## src/rtl/jtcps1_pal_loader.sv

```systemverilog
`default_nettype none
// ============================================================================
// Module   : jtcps1_pal_loader
// Purpose  : Copies palette pages from VRAM into the palette RAM during
//            vertical blank. One VRAM word is read per palette entry. Traffic
//            only starts while VB is high. VB is checked again before every
//            entry, so a copy spread over several frames carries on where it
//            stopped.
//
// Ports    : rst          synchronous active-high reset
//            clk          single clock, rising edge
//            VB           vertical blank (high = copy allowed)
//            pal_copy     one-cycle copy request
//            pal_base     VRAM word address bits [16:11] of the palette
//            page_en      per-page enable, a low bit skips that page
//            vram_addr    VRAM word address
//            vram_cs      VRAM read request, held until vram_ok
//            vram_ok      read acknowledge, vram_data valid when high
//            vram_data    VRAM read data
//            pal_we       palette write strobe, one cycle per entry
//            pal_wr_addr  {page[2:0], index[8:0]}
//            pal_wr_data  {bright[3:0], r[3:0], g[3:0], b[3:0]}
//            busy         high from request acceptance to last write
//
// Revision : 1.0  initial release
// ============================================================================
module jtcps1_pal_loader #(
    parameter int PAGES   = 6,
    parameter int PAGE_AW = 9
) (
    input  logic        rst,
    input  logic        clk,
    input  logic        VB,
    input  logic        pal_copy,
    input  logic [5:0]  pal_base,
    input  logic [5:0]  page_en,
    output logic [16:0] vram_addr,
    output logic        vram_cs,
    input  logic        vram_ok,
    input  logic [15:0] vram_data,
    output logic        pal_we,
    output logic [11:0] pal_wr_addr,
    output logic [15:0] pal_wr_data,
    output logic        busy
);

    // Page counter width. Three bits cover the six pages of the port map.
    localparam int                  c_PG_W      = 3;
    localparam int                  c_OFS_W     = c_PG_W + PAGE_AW;
    localparam logic [c_PG_W-1:0]   c_LAST_PAGE = c_PG_W'(PAGES - 1);
    localparam logic [PAGE_AW-1:0]  c_LAST_IDX  = {PAGE_AW{1'b1}};
    localparam logic [c_PG_W-1:0]   c_PG_ONE    = c_PG_W'(1);
    localparam logic [PAGE_AW-1:0]  c_IDX_ONE   = PAGE_AW'(1);

    typedef enum logic [2:0] {
        S_IDLE    = 3'd0,
        S_WAIT_VB = 3'd1,
        S_READ    = 3'd2,
        S_WRITE   = 3'd3,
        S_NEXT    = 3'd4
    } state_t;

    state_t               r_state;
    state_t               w_state_nx;

    // Copy parameters latched at acceptance. Later changes on the inputs
    // only reach the next copy.
    logic [5:0]           r_base;
    logic [5:0]           r_page_en;
    logic [c_PG_W-1:0]    r_page;
    logic [PAGE_AW-1:0]   r_index;
    logic [15:0]          r_data;
    logic                 r_pending;

    logic [7:0]           w_en_ext;
    logic                 w_page_on;
    logic [c_OFS_W-1:0]   w_offset;

    // Control strobes from the next-state logic to the datapath
    logic                 w_start;
    logic                 w_capture;
    logic                 w_idx_inc;
    logic                 w_page_inc;

    // The enable vector is widened so that any page-counter value selects a
    // defined bit. Page numbers above 5 read as disabled.
    assign w_en_ext  = {2'b00, r_page_en};
    assign w_page_on = w_en_ext[r_page];
    assign w_offset  = {r_page, r_index};

    // ------------------------------------------------------------------
    // Next-state and control
    // ------------------------------------------------------------------
    always_comb begin
        w_state_nx = r_state;
        w_start    = 1'b0;
        w_capture  = 1'b0;
        w_idx_inc  = 1'b0;
        w_page_inc = 1'b0;

        case (r_state)
            S_IDLE: begin
                if (pal_copy) begin
                    w_start    = 1'b1;
                    w_state_nx = S_WAIT_VB;
                end
            end

            S_WAIT_VB: begin
                // A disabled page goes straight to NEXT. It is skipped
                // without any VRAM access.
                if (VB) begin
                    w_state_nx = w_page_on ? S_READ : S_NEXT;
                end
            end

            S_READ: begin
                // VB is not checked here. An entry that was started always
                // completes.
                if (vram_ok) begin
                    w_capture  = 1'b1;
                    w_state_nx = S_WRITE;
                end
            end

            S_WRITE: begin
                w_state_nx = S_NEXT;
            end

            S_NEXT: begin
                if (w_page_on && (r_index != c_LAST_IDX)) begin
                    w_idx_inc  = 1'b1;
                    w_state_nx = S_WAIT_VB;
                end else if (r_page != c_LAST_PAGE) begin
                    w_page_inc = 1'b1;
                    w_state_nx = S_WAIT_VB;
                end else if (r_pending || pal_copy) begin
                    // Merged requests restart here with freshly latched
                    // inputs, so busy never drops between the two copies.
                    w_start    = 1'b1;
                    w_state_nx = S_WAIT_VB;
                end else begin
                    w_state_nx = S_IDLE;
                end
            end

            default: begin
                w_state_nx = S_IDLE;
            end
        endcase
    end

    // ------------------------------------------------------------------
    // State register and datapath
    // ------------------------------------------------------------------
    always_ff @(posedge clk) begin
        if (rst) begin
            r_state   <= S_IDLE;
            r_base    <= 6'd0;
            r_page_en <= 6'd0;
            r_page    <= '0;
            r_index   <= '0;
            r_data    <= 16'd0;
            r_pending <= 1'b0;
        end else begin
            r_state <= w_state_nx;

            if (w_start) begin
                r_base    <= pal_base;
                r_page_en <= page_en;
                r_page    <= '0;
                r_index   <= '0;
            end else if (w_page_inc) begin
                r_page  <= r_page + c_PG_ONE;
                r_index <= '0;
            end else if (w_idx_inc) begin
                r_index <= r_index + c_IDX_ONE;
            end

            if (w_capture) begin
                r_data <= vram_data;
            end

            // A single pending flag. Any number of requests made during a
            // copy merge into one.
            if (w_start) begin
                r_pending <= 1'b0;
            end else if (pal_copy && (r_state != S_IDLE)) begin
                r_pending <= 1'b1;
            end
        end
    end

    // ------------------------------------------------------------------
    // Outputs
    // ------------------------------------------------------------------
    // Address and request come straight from registered state. They stay
    // stable for the whole time READ waits on vram_ok.
    assign vram_cs     = (r_state == S_READ);
    assign vram_addr   = {r_base, 11'd0} + 17'(w_offset);
    assign pal_we      = (r_state == S_WRITE);
    assign pal_wr_addr = 12'(w_offset);
    assign pal_wr_data = r_data;
    assign busy        = (r_state != S_IDLE);

endmodule
`default_nettype wire

```

## config.mk

```make
export PLATFORM = sky130hd
export DESIGN_NAME = jtcps1_pal_loader
export DESIGN_NICKNAME = d
export VERILOG_FILES = /design/src/rtl/jtcps1_pal_loader.sv
export SDC_FILE = /design/constraint.sdc
export NUM_CORES = 1
export LEC_CHECK = 0
export CORE_ASPECT_RATIO = 1.5
export CORE_UTILIZATION = 50
export CTS_BUF_LIST = sky130_fd_sc_hd__clkbuf_4
export DETAILED_ROUTE_END_ITERATION = 10
export DONT_BUFFER_PORTS = 1
export GPL_TIMING_DRIVEN = 1
export PLACE_DENSITY_LB_ADDON = 0.12
export SETUP_SLACK_MARGIN = 0.05
export SYNTH_ARGS = -nofsm -noshare
export SYNTH_HDL_FRONTEND = slang
export SYNTH_SLANG_ARGS = --single-unit
```

## constraint.sdc

```tcl
create_clock -name clk -period 2.9 [get_ports clk]
set_input_delay 0 -clock clk [delete_from_list [all_inputs] [get_ports clk]]
set_output_delay 0 -clock clk [all_outputs]
set_load 0.1 [all_outputs]
```

==> results.yml, run 1 <==
final_layout:
  syn2layout_area_growth_pct: 28.2
  antenna_cells: 0
  mostFrequentLayoutCell: "nand2_1"
  nNetsFinal: 370
  layout_common_cells: "67 x nand2_1, 41 x buf_4, 33 x dfxtp_1"
  layout.cells.non_filler: 396
  drive_above_1_share_pct: 24.4
cts:
  clkSinkCount: 44
  cts_root_buffer: "clkbuf_4"
  path_clk_slew_ns: 0.13
  clock_path_buffers: 2
  clkLatencyLatePin_ns: 0.35
  cts_tree: "yes"
  cts_buffers: 5
  htree_levels: 2
  post_cts.repair.setup_buffers: 0
logic_synthesis:
  ys_ff_latch: 44
  synthAdderAreaFrac_pct: 3.17
  synth_top_family_by_area: "simple AND/OR/NAND/NOR gates"
  syn_area_per_cell_um2: 8.42
  async_flop_share_pct: 0
  synth_nets: 320
  synthSimpleGateAreaFrac_pct: 21.6
  synthFlopType: "dfxtp_1"
  synth-xor-area-share_pct: 1.48
  synth_edf_count: 0
  synth.area.mux_share_pct: 7.93
  ys_warn_count: 0
  synth_cells: 281
  seq_area_frac_synth_pct: 37.2
  synth_compound_area_share_pct: 19.7
  synthDistinctLibCells: 51
  syn-cell-area_um2: 2370
timing:
  max_slew.worst_pin.slew_ns: 0.968
  clock_skew_ns: 0.00770
  finalMaxSlewViolations: 0
  hold_viol_final: 0
  tns_ns: 0
  finalCritPeriodShare_pct: 90.1
  max-slew-margin-rel_pct: 35.7
  clock.fmax_mhz: 383
  rsz0062_at_grt: "false"
  setup_violations: 0
  final.min_clock_period_ns: 2.61
critical_path:
  start_kind: "register"
  path_max_fanout: 18
  critPathRequiredTime_ns: 3.17
  crit_type: "reg2reg"
  crit_path_end_kind: "register"
  cp.arrival_ns: 2.89
detailed_routing:
  antenna_left: 0
  viasPerCell: 5.38
  first_iter_violations: 73
  routed_wl_um: 5610
  routedWlPerCell_um: 14.2
  dr.pass1.iters: 4
  num_vias: 2132
  drc: 0
floorplan:
  core_area_um2: 4540
  die_h_um: 86.3
  fp.dieArea_um2: 5020
  rows: 30
  start_util_pct: 52.1
  pin_count: 81
  dieWidth_um: 58.2
power:
  clkPwrFrac_pct: 30.5
  p_int_w: 0.000885
  leakagePower_nw: 1.22
  p_comb_share_pct: 18.6
  power.total_w: 0.00126
  worst_ir_drop_vdd_uv: 357
  pwr-share-seq_pct: 50.9
  power_density_nw_per_um2: 414
  sw_frac_of_total_pct: 29.7
  switchingPower_w: 0.000373
global_routing:
  grt_pass1_vias: 2180
  grt_max_degree: 25
  grt_pass1_wl_um: 9370
  grt.overflow.total: 0
  grtUsageTotal_pct: 24.1
  antenna_found_initial: 0
run_status:
  status: "finished, final reports clean"
placed_design:
  place_congestion: 0.799
  io_buffers: 0
  dp_hpwl_um: 3740
  dp_cells: 356
min_path:
  holdCritPathClass: "in2reg"
job:
  maxCapViolations: 0
[critical path, cell delays in order, from the launching register on]
cell and delay (ns):
dfxtp_2 0.34, and4_1 0.24, nand2_1 0.10, nor2_1 0.05, ha_1 0.21, or3b_1 0.38
o22a_1 0.41, a311o_2 0.56, a211oi_1 0.24
[path summary, 6_finish.rpt]
path	start	end	slack [ns]	cells past startpoint
setup reg to reg	r_index[5]	r_page[1]	0.29	8
hold / removal	rst	r_index[8]	0.05	2
hold reg to reg	r_page_en[2]	r_page_en[2]	0.46	2
setup / recovery	r_index[5]	r_page[1]	0.29	8
[timing repair]
| action | in CTS | in global routing |
|---|---|---|
| hold buffers | 32 | 0 |
| endpoints found under the hold margin | 32 | 0 |
| resized for setup | 0 | 2 |
| endpoints found under the setup margin | 0 | 13 |
[cell families (layout without fill, tap and decap cells)]
group / Yosys count / after routing
AND/OR/NAND/NOR: 107 / 107
AO/OA/AOI/OAI: 64 / 64
XOR/XNOR: 4 / 4
flip-flops: 44 / 44
buffers and inverters: 39 / 90
adder cells (fa/ha/maj): 6 / 6
multiplexers: 17 / 17
[Yosys cell counts, types with 2 or more instances]
| master | n | area [um^2] |
|---|---|---|
| a211oi_1 | 2 | 15.0 |
| a211oi_2 | 8 | 100 |
| a21oi_1 | 24 | 120 |
| a31oi_1 | 10 | 62.6 |
| a41oi_1 | 2 | 17.5 |
| and2_1 | 6 | 37.5 |
| and3_1 | 3 | 18.8 |
| buf_2 | 4 | 20.0 |
| buf_4 | 14 | 105 |
| clkbuf_1 | 11 | 41.3 |
| dfxtp_1 | 44 | 881 |
| ha_1 | 6 | 75.1 |
| inv_1 | 9 | 33.8 |
| mux2i_1 | 15 | 150 |
| nand2_1 | 67 | 251 |
| nand3_1 | 3 | 15.0 |
| nor2_1 | 7 | 26.3 |
| nor3_1 | 2 | 10.0 |
| nor3b_1 | 2 | 15.0 |
| nor4b_1 | 2 | 17.5 |
| o2111ai_1 | 3 | 26.3 |
| o211ai_1 | 4 | 30.0 |
| o22ai_1 | 2 | 12.5 |
| or3_1 | 2 | 12.5 |
| xnor2_1 | 3 | 26.3 |
[state kept, by name, summed over array words and instances (netlist names)]
register,cells
r_state,3
pal_wr_data,16
r_page_en,6
r_pending,1
r_page,3
r_index,9
r_base,6
[area by class of cell]
type	count	area, um^2
tap	64	80.1
sequential	44	895
multi-input combinational	198	1320
inverter	9	33.8
clock buffer	5	37.5
clock inverter	3	42.5
fill	382	1510
timing repair buffer	73	628
[power by group through the flow]
stage	sequential, W	clock, W	combinational, W
final	0.000640	0.000384	0.000234
after global routing	0.000643	0.000423	0.000247
after CTS	0.000640	0.000400	0.000234
after detailed placement	0.000654	0	0.000196
after global placement	0.000653	0	0.000194
after floorplan	0.000659	0	0.000162
[through the flow]
| step | cell area [um^2] | util (%) | setup slack, ns | hold slack [ns] |
|---|---|---|---|---|
| 2_1_floorplan | 2410 | - | 0.0866 | 0.136 |
| 3_3_place_gp | 2630 | 58.0 | 0.274 | 0.0710 |
| 3_5_place_dp | 2630 | 58.0 | 0.184 | 0.0736 |
| 4_1_cts | 3030 | 66.8 | 0.156 | 0.0350 |
| 5_1_grt | 3040 | 66.8 | 0.0839 | 0.0341 |
| 6_report | 3040 | 66.8 | 0.286 | 0.0500 |
[routing by layer]
layer  track usage (%)  wire [um]
met3              5.37        247
met4              8.66         75
met2              45.5       3090
met1              25.5       2200
met5                 0          0
Power figures use the tool's default switching activity.
==> run 2, diff against run 1 <==
--- a/config.mk
+++ b/config.mk
@@ -5,12 +5,14 @@
 export SDC_FILE = /design/constraint.sdc
 export NUM_CORES = 1
 export LEC_CHECK = 0
+export ABC_AREA = 1
 export CORE_ASPECT_RATIO = 1.5
 export CORE_UTILIZATION = 50
 export CTS_BUF_LIST = sky130_fd_sc_hd__clkbuf_4
 export DETAILED_ROUTE_END_ITERATION = 10
 export DONT_BUFFER_PORTS = 1
 export GPL_TIMING_DRIVEN = 1
+export HOLD_SLACK_MARGIN = 0.08
 export PLACE_DENSITY_LB_ADDON = 0.12
 export SETUP_SLACK_MARGIN = 0.05
 export SYNTH_ARGS = -nofsm -noshare
==> run 2 against run 1 <==
Against the previous run:
- the flow now finishes with violations (DRC)
- routed wire length down 1.1%
- critical path depth down 2
- clock power about the same
- flip-flop and latch count unchanged
- first-iteration DRC count up 11%
- design area up 1.2%
- non-clock buffer count up 10
- power up 61%
- sequential power up 12%
- critical endpoint is now vram_addr[16]
- fmax up 19%
- clock-buffer cell count unchanged
==> results.yml, run 2 <==
final_layout:
  mostFrequentLayoutCell: "nand2_1"
  layout_common_cells: "67 x nand2_1, 47 x dlygate4sd3_1, 37 x nand3_1"
  syn2layout_area_growth_pct: 32.8
  fin_area_um2: 3070
  drive_above_1_share_pct: 19.0
  nNetsFinal: 422
  antenna_cells: 0
  largest_reg_flops: 16
timing:
  finalCritPeriodShare_pct: 75.7
  final.min_clock_period_ns: 2.19
  rsz0062_at_grt: "false"
  clock.fmax_mhz: 456
  max_slew.worst_pin.slew_ns: 0.873
  finalMaxSlewViolations: 0
  max-slew-margin-rel_pct: 41.7
  setup_violations: 0
  hold_viol_final: 0
  setup_slack_ns: 0.705
  clock_skew_ns: 0.00670
  holdWs_ns: 0.102
  tns_ns: 0
detailed_routing:
  first_iter_violations: 81
  drc: 5
  viasPerCell: 5.11
  antenna_left: 0
  dr.pass1.iters: 7
  num_vias: 2199
  routed_wl_um: 5550
  routedWlPerCell_um: 12.9
cts:
  clkLatencyLatePin_ns: 0.36
  clkSinkCount: 44
  cts_tree: "yes"
  clock_path_buffers: 2
  ctsResizeCount: 0
  cts_root_buffer: "clkbuf_4"
  htree_levels: 2
  postCtsHoldBufs: 47
  cts_buffers: 5
  path_clk_slew_ns: 0.13
  post_cts.repair.setup_buffers: 0
critical_path:
  crit_top_cell: "buf_4"
  reg2reg_slack_ns: 0.87
  cp-startpoint: "r_page[2]"
  path_max_fanout: 5
  rr_endpoint: "pal_wr_data[13]"
  r2r_cells: 7
  cp_cell_sequence: "buf_4, ha_1, nand3_1, nor3_1, xor2_2, buf_4"
  cp.arrival_ns: 2.19
  critPathRequiredTime_ns: 2.90
  crit_type: "reg2out"
  crit_path_end_kind: "primary output"
  crit_family: "buffers and inverters"
  worst_path_max_delay_cell: "dfxtp_1"
  max_stage_delay_ns: 0.42
  start_kind: "register"
  r2r-start: "r_state[2]"
  cp_num_buf_inv: 2
power:
  leakagePower_nw: 1.32
  power.total_w: 0.00202
  power_density_nw_per_um2: 658
  worst_ir_drop_vdd_uv: 386
global_routing:
  grt_pass1_vias: 2202
  grt_max_degree: 27
  grtUsageTotal_pct: 24.8
  grt.overflow.total: 0
  grt_pass1_wl_um: 9560
  antenna_found_initial: 0
logic_synthesis:
  ys_warn_count: 0
  syn-cell-area_um2: 2310
  synth_cells: 316
  yosysMostFrequentCell: "nand2_1"
  seq_area_frac_synth_pct: 38.1
  synth_nets: 355
  async_flop_share_pct: 0
  netlist.area_leader.share_pct: 38.1
  synth_edf_count: 0
  synth_area_leaders: "dfxtp_1 38%, nand2_1 11%, nand3_1 8.0%, a21oi_1 7.4%, inv_1 5.4%"
  synthDistinctLibCells: 30
  ys_ff_latch: 44
  syn_area_per_cell_um2: 7.32
  synthFlopType: "dfxtp_1"
  yosys.area.top_type: "dfxtp_1"
  synth_common_cells: "67 x nand2_1, 44 x dfxtp_1, 37 x nand3_1"
floorplan:
  start_util_pct: 53.5
  dieWidth_um: 57.5
  rows: 29
  die_h_um: 85.3
  pin_count: 81
  core_area_um2: 4320
  fp.dieArea_um2: 4910
min_path:
  holdPathEnd: "r_page_en[5]"
  holdCritPathClass: "in2reg"
  hold_start: "rst"
  whs_path_depth: 3
placed_design:
  dp_worst_setup_slack_ns: 1.06
  dp_hpwl_um: 3440
  post_dp_cell_area_um2: 2520
  place_congestion: 0.855
  io_buffers: 0
job:
  maxCapViolations: 0
run_status:
  failed_checks: "DRC"
  status: "complete, but fails checks"
[run 2: cell types whose count changed after synthesis, sizes merged, moves of 6 or more]
| cell | previous run | this run |
|---|---|---|
| a211oi | 10 | 0 |
| a21oi | 24 | 34 |
| a31oi | 11 | 0 |
| and2 | 7 | 0 |
| clkbuf | 11 | 5 |
| inv | 9 | 35 |
| mux2i | 15 | 0 |
| nand3 | 3 | 40 |
| nor2 | 7 | 32 |
| xor2 | 1 | 8 |
[run 2: power by group]
group / internal (W) / switching, W
clock network: 0.000180 / 0.000202
registers: 0.000675 / 0.0000409
logic: 0.000242 / 0.000680
total: 0.00110 / 0.000923
[run 2: worst register-to-register path: cells and delay by family, from the launching register on]
family,cells,cell delay (ns)
flops,1,0.35
buf+inv,3,1.05
simple gates,3,0.41
compound gates,1,0.16
[run 2: cells by family after synthesis]
group,Yosys count,synth area share (%)
and+or+nand+nor,154,31.8
buffers and inverters,59,13.0
DFF,44,38.1
AOI/OAI and AO/OA,41,9.36
xor gates and xnor gates,12,4.55
adders and majority gates,6,3.25
[run 2: area by class of cell]
cell class,instances,area [um^2]
repair buffers,83,741
multi-input cells,213,1160
inverters,36,135
flip-flops and latches,44,895
clock inverters,3,42.5
fillers,356,1250
clock buffers,5,37.5
well taps,46,57.6
[run 2: worst max-delay path by stage]
stage,end,cells after the start
after CTS,vram_addr[16],6
after floorplan,vram_addr[16],4
after detailed placement,r_index[8],9
final,vram_addr[16],6
after global routing,vram_addr[16],6
after global placement,r_page[1],9
[run 2: routing by layer]
layer,vias up,routed length (um),GRT usage (%)
met4,0,106,9.09
li1,1133,-,-
met2,73,2930,45.7
met5,-,0,0
met1,983,2170,26.8
met3,10,350,5.64
[run 2: metrics by stage]
step / std cells / util [%]
after floorplan: 316 / -
after global placement: 375 / 58.4
after detailed placement: 375 / 58.4
after CTS: 430 / 71.1
after global routing: 430 / 71.1
final: 430 / 71.1
